[config.mk]
export PLATFORM = sky130hd
export DESIGN_NAME = ex_mem_reg
export DESIGN_NICKNAME = d
export VERILOG_FILES = /design/src/rtl/ex_mem_reg.sv
export SDC_FILE = /design/constraint.sdc
export NUM_CORES = 1
export LEC_CHECK = 0
export BUFFER_PORTS_ARGS = -buffer_cell sky130_fd_sc_hd__buf_2
export CORE_AREA = 2 2 133 135
export DETAILED_ROUTE_END_ITERATION = 7
export DIE_AREA = 0 0 135 137
export PLACE_DENSITY = 0.72
export SLEW_MARGIN = 5
export SYNTH_ARGS = -nofsm -noshare
export SYNTH_HDL_FRONTEND = slang
export SYNTH_SLANG_ARGS = --single-unit
[constraint.sdc]
create_clock -name clk -period 1.2 [get_ports clk]
set_input_delay 0.06 -clock clk [delete_from_list [all_inputs] [get_ports clk]]
set_output_delay 0.06 -clock clk [all_outputs]
set_load 0.1 [all_outputs]
[src/rtl/ex_mem_reg.sv]
// EX->MEM pipeline register with MADD/MSUB partial-product and cycle-count storage fed back to execute.
// Latency: 1 clk, all outputs registered, no combinational input->output path.
// Backpressure: stall[EX]=0 advances, stall[EX]=1/stall[MEM]=0 inserts a bubble, stall[MEM]=1 holds.
// Optional: `EX_MEM_FLUSH_EN adds a flush input that clears every output at the next edge, above any stall.
module ex_mem_reg #(
  parameter int DATA_W  = 32,
  parameter int ADDR_W  = 5,
  parameter int STALL_W = 6,
  parameter int EX_IDX  = 3,
  parameter int MEM_IDX = 4
) (
  input  logic                clk,
  input  logic                rst,
`ifdef EX_MEM_FLUSH_EN
  input  logic                flush,
`endif
  input  logic [STALL_W-1:0]  stall,
  input  logic                ex_wreg,
  input  logic [ADDR_W-1:0]   ex_waddr,
  input  logic [DATA_W-1:0]   ex_wdata,
  input  logic                ex_whilo,
  input  logic [DATA_W-1:0]   ex_hi,
  input  logic [DATA_W-1:0]   ex_lo,
  input  logic [2*DATA_W-1:0] hilo_i,
  input  logic [1:0]          cnt_i,
  output logic                mem_wreg,
  output logic [ADDR_W-1:0]   mem_waddr,
  output logic [DATA_W-1:0]   mem_wdata,
  output logic                mem_whilo,
  output logic [DATA_W-1:0]   mem_hi,
  output logic [DATA_W-1:0]   mem_lo,
  output logic [2*DATA_W-1:0] hilo_o,
  output logic [1:0]          cnt_o
);

  logic                mem_wreg_q,  mem_wreg_d;
  logic [ADDR_W-1:0]   mem_waddr_q, mem_waddr_d;
  logic [DATA_W-1:0]   mem_wdata_q, mem_wdata_d;
  logic                mem_whilo_q, mem_whilo_d;
  logic [DATA_W-1:0]   mem_hi_q,    mem_hi_d;
  logic [DATA_W-1:0]   mem_lo_q,    mem_lo_d;
  logic [2*DATA_W-1:0] hilo_q,      hilo_d;
  logic [1:0]          cnt_q,       cnt_d;

  logic stall_ex;
  logic stall_mem;
  logic stall_unused;

  assign stall_ex     = stall[EX_IDX];
  assign stall_mem    = stall[MEM_IDX];
  // Only the EX and MEM stall bits matter here; the rest of the bus is intentionally ignored.
  assign stall_unused = ^stall;

  // Next-state: flush > hold (MEM stalled, incl. the ex=0/mem=1 case) > bubble > advance.
  always_comb begin
    mem_wreg_d  = mem_wreg_q;
    mem_waddr_d = mem_waddr_q;
    mem_wdata_d = mem_wdata_q;
    mem_whilo_d = mem_whilo_q;
    mem_hi_d    = mem_hi_q;
    mem_lo_d    = mem_lo_q;
    hilo_d      = hilo_q;
    cnt_d       = cnt_q;

    if (stall_mem) begin
      // Hold: MEM keeps its instruction, accumulation state tracks execute.
      hilo_d = hilo_i;
      cnt_d  = cnt_i;
    end else if (stall_ex) begin
      // Bubble: NOP into MEM, but the first-cycle product must survive.
      mem_wreg_d  = 1'b0;
      mem_waddr_d = '0;
      mem_wdata_d = '0;
      mem_whilo_d = 1'b0;
      mem_hi_d    = '0;
      mem_lo_d    = '0;
      hilo_d      = hilo_i;
      cnt_d       = cnt_i;
    end else begin
      // Advance: capture execute result; any multi-cycle accumulation is finished.
      mem_wreg_d  = ex_wreg;
      mem_waddr_d = ex_waddr;
      mem_wdata_d = ex_wdata;
      mem_whilo_d = ex_whilo;
      mem_hi_d    = ex_hi;
      mem_lo_d    = ex_lo;
      hilo_d      = '0;
      cnt_d       = 2'd0;
    end

`ifdef EX_MEM_FLUSH_EN
    if (flush) begin
      mem_wreg_d  = 1'b0;
      mem_waddr_d = '0;
      mem_wdata_d = '0;
      mem_whilo_d = 1'b0;
      mem_hi_d    = '0;
      mem_lo_d    = '0;
      hilo_d      = '0;
      cnt_d       = 2'd0;
    end
`endif
  end

  // State registers, cleared asynchronously by active-low rst.
  always_ff @(posedge clk or negedge rst) begin
    if (!rst) begin
      mem_wreg_q  <= 1'b0;
      mem_waddr_q <= '0;
      mem_wdata_q <= '0;
      mem_whilo_q <= 1'b0;
      mem_hi_q    <= '0;
      mem_lo_q    <= '0;
      hilo_q      <= '0;
      cnt_q       <= 2'd0;
    end else begin
      mem_wreg_q  <= mem_wreg_d;
      mem_waddr_q <= mem_waddr_d;
      mem_wdata_q <= mem_wdata_d;
      mem_whilo_q <= mem_whilo_d;
      mem_hi_q    <= mem_hi_d;
      mem_lo_q    <= mem_lo_d;
      hilo_q      <= hilo_d;
      cnt_q       <= cnt_d;
    end
  end

  assign mem_wreg  = mem_wreg_q;
  assign mem_waddr = mem_waddr_q;
  assign mem_wdata = mem_wdata_q;
  assign mem_whilo = mem_whilo_q;
  assign mem_hi    = mem_hi_q;
  assign mem_lo    = mem_lo_q;
  assign hilo_o    = hilo_q;
  assign cnt_o     = cnt_q;

endmodule
### Word-level counts from Yosys, hierarchy flattened

Cells that the tools add are included.

| word-level totals | value |
|---|---|
| register bits | 169 |
| output and inout port bits | 169 |
| input bits | 177 |
| word-level logic and storage cells | 18 |

| cells by class | value |
|---|---|
| multiplexer cells | 10 |

Operator list:

| kind | number |
|---|---|
| two-way mux 64 bit | 2 |
| two-way mux 32 bit | 3 |
| two-way mux 5 bit | 1 |
| two-way mux 2 bit | 2 |
| two-way mux 1 bit | 2 |

### Logic depth before layout (Yosys ltp)

| depth | value |
|---|---|
| depth after elaboration | 2 |
| mapped depth | 5 |
| depth with buffers taken out | 2 |

### Least setup slack after synthesis

Ideal clock, no wire load.

| timing path | value |
|---|---|
| path type | reg-to-reg |
| start point | register mem_hi[0] (netlist name) |
| end point | register mem_hi_q[0] (netlist: mem_hi[0]) |
| data required time | 1.133 ns |
| buffers on the path | 0 |
| data arrival time | 1.147 ns |
| library setup time | 0.067 ns |
| period minus slack after synthesis | 1.214 ns |
| setup slack | -0.014 ns |
| stages on the path, launching flop included | 2 |
| path through | dfrtp_1 a22o_1 |

RTL lines:

| item | line | RTL |
|---|---|---|
| to (signal assigned) | 121 | `mem_hi_q <= mem_hi_d;` |
| to (decl) | 40 | `logic [DATA_W-1:0] mem_hi_q, mem_hi_d;` |

### Final worst setup path

| timing path | value |
|---|---|
| start point | register mem_hi_q[27] (netlist: mem_hi[27]) |
| end point | output mem_hi[27] |

RTL lines:

| item | line | RTL |
|---|---|---|
| to (decl) | 30 | `output logic [DATA_W-1:0] mem_hi,` |

No word-level cell between the ends.

==> summary.md <==
| Metric | Value |
|---|---|
| Die W | `135 um` |
| Clk_skew | `0 ns` |
| M3 GR Usage | `7.70%` |
| Total grt overflow | `0` |
| Unrepaired setup endpoints after global routing | `no` |
| Later-pin clock latency in the skew report | `roughly 0.4 ns` |
| H-tree depth | `4` |
| Largest net degree at the start of global routing | `90` |
| Critical path capture point type | `output pin` |
| Max Cap Violations | `0` |
| CP delay by family, top | `flip-flops` |
| Peak VDD IR | `0.000949 V` |
| Global-route wire length before repair | `~30000 um` |
| Multi-input logic area | `0.00134 mm^2` |
| Power per Cell Area | `1590 mW/mm^2` |
| Leak | `5.18 nW` |
| Top cell type's share of synthesized area | `~74%` |
| Drt pass-1 iters | `4` |
| Port bufs | `between 300 and 400` |
| Setup TNS | `0 ns` |
| Share of cells above drive strength 1 | `54.4%` |
| Detailed placement HPWL | `10900 um` |
| Remaining antenna violation count after routing | `0` |
| Final min period | `1.15 ns` |
| FF/Latch Area | `0.00436 mm^2` |
| Fill count | `1212` |
| Sequential area share after synthesis | `73.5%` |
| Yosys Warn Count | `0` |
| Final number of setup-violating endpoints | `0` |
| Crit Path Class | `reg2out` |
| Post-layout util | `~62%` |
| TritonCTS buffer count | `17` |
| Cells after Synth | `369` |
| Clock tree buffer depth | `2` |
| CTS tree | `yes` |
| Slowest CP cell | `dfrtp_2` |
| DR WL/cell | `approximately 18 um` |
| Number of global-route vias before repair | `5598` |
| Die Ht | `137 um` |
| Worst-path fanout max | `2` |
| Leading cell types in the layout, fill and taps excluded | `170 x dlygate4sd3_1, 170 x buf_2, 164 x buf_4` |
| Critical path data arrival time | `1.09 ns` |
| HP Class | `in2reg` |
| Worst EP required | `1.14 ns` |
| Number of top-level pins | `346` |
| Vias per std cell | `4.58` |
| Core area | `0.0171 mm^2` |
| F_max | `0.873 GHz` |
| Postcts setup bufs | `0` |
| Synth-to-Final Area Change | `84.3%` |
| Nets | `1054` |
| Final worst-path cycle share | `95.5%` |
| Cell area after synthesis | `0.00575 mm^2` |
| Synth unique cells | `8` |
| Final Hold Fails | `0` |
| Met2 usage | `36.5%` |
| Avg Inst Size Synth | `15.6 um^2` |
| Rel. slew slack | `68.1%` |
| Starting DRC count in detailed routing | `approximately 190` |
| Slew @ Worst Pin | `about 0.48 ns` |
| Worst setup SP type | `flop` |
| Slowest stage delay, CP | `approximately 0.37 ns` |
| Pins Over Slew Limit | `0` |
| Run status | `finished, final reports clean` |
| Seq cells post-synth | `169` |
| GP Congestion | `0.752` |
| # clock sinks | `169` |
| Initial Utilization | `33.7%` |
| Met1 GRT Util | `between 20 and 25%` |
| Initial antenna violation count | `1` |
| Global-route usage over all layers | `21.1%` |
| Via Count | `5107` |
| Root buf cell | `clkbuf_16` |
| Crit path buf inv count | `1` |
| Row cnt | `48` |
| GRT Max-Usage Layer | `met2` |
| Critical path cell sequence | `buf_4` |
| Post-synth top area cell | `dfrtp_1` |
| Mapped Nets | `~550` |
| Post-route DRC | `0` |
| Routed WL | `just under 20000 um` |
| Die area | `0.0185 mm^2` |
| Reg clk slew, reported paths | `0.07 ns` |
| Top cells by area, synth | `dfrtp_1 74%, a22o_1 16%, nor2b_1 7.2%` |
[metrics by stage]
stage	cell area [um^2]	power [mW]	setup slack, ns	hold slack [ns]	cells
final	10600	16.8	0.0545	0.176	1116
after global routing	10600	17.5	0.00764	0.162	1116
after CTS	10600	16.9	0.0228	0.154	1115
after detailed placement	7910	11.0	0.240	0.114	913
after global placement	7910	11.0	0.269	0.109	913
after floorplan	5880	9.96	0.202	-0.236	369
[logic make-up (layout without fill, tap and decap cells)]
logic type | after synthesis | after routing | synth area share (%)
AOI/OAI and AO/OA | 103 | 103 | 15.7
buffers and inverters | 30 | 551 | 3.24
DFF | 169 | 169 | 73.5
other | 0 | 1 | 0
and+or+nand+nor | 67 | 67 | 7.53
[sequential cells by signal, indices dropped and copies added (netlist names)]
name and count:
cnt_o 2, mem_hi 32, mem_whilo 1, mem_lo 32, mem_wreg 1, mem_waddr 5
hilo_o 64, mem_wdata 32
[final cells by class]
class	count	share of cell area, %
sequential	169	41.1
antenna	1	0.0236
timing repair buffer	519	38.3
clock inverter	11	0.862
multi-input combinational	170	12.6
tap	225	2.66
clock buffer	21	4.44
[what timing repair did]
action                                 4_1_cts  5_1_grt
endpoints found under the hold margin      338        0
cloned                                       0        0
gates resized for setup                    164        2
setup endpoints to repair                  164        2
hold buffers                               170        0
[tightest hold or removal path: cells and delay by family]
family / cells / cell delay (ns)
AOI/OAI and AO/OA: 1 / 0.14
buffers and inverters: 2 / 0.35
[where the power goes]
part / switching [mW] / leakage, nW / internal [mW]
sequential: 0.229 / 2.01 / 6.15
clock: 2.31 / 0.263 / 2.85
combinational: 3.87 / 2.90 / 1.43
[routing by layer]
layer | wire, um | part of all wire (%)
met5 | 0 | 0
met2 | 10100 | 51
met1 | 7690 | 39
met3 | 1700 | 8.6
met4 | 420 | 2.1
[worst paths after layout]
check,startpoint,end,slack (ns),cells past startpoint
min in group asynchronous,rst,mem_lo[27]$_DFFE_PN0N_,0.23,3
worst max register to register,mem_hi[12]$_DFFE_PN0N_,mem_hi[12]$_DFFE_PN0N_,0.41,1
worst min register to register,mem_hi[8]$_DFFE_PN0N_,mem_hi[8]$_DFFE_PN0N_,0.51,1
worst max-delay path,mem_hi[27]$_DFFE_PN0N_,mem_hi[27],0.05,1
max in group asynchronous,rst,mem_lo[10]$_DFFE_PN0N_,0.54,3
worst min-delay path,stall[4],mem_lo[22]$_DFFE_PN0N_,0.18,3
[Yosys cell counts]
| cell type | count |
|---|---|
| buf_4 | 11 |
| dfrtp_1 | 169 |
| buf_2 | 14 |
| nor2_8 | 1 |
| buf_6 | 2 |
| nor2b_1 | 66 |
| clkbuf_1 | 3 |
| a22o_1 | 103 |
No activity file was read; power rests on OpenSTA's default activity.
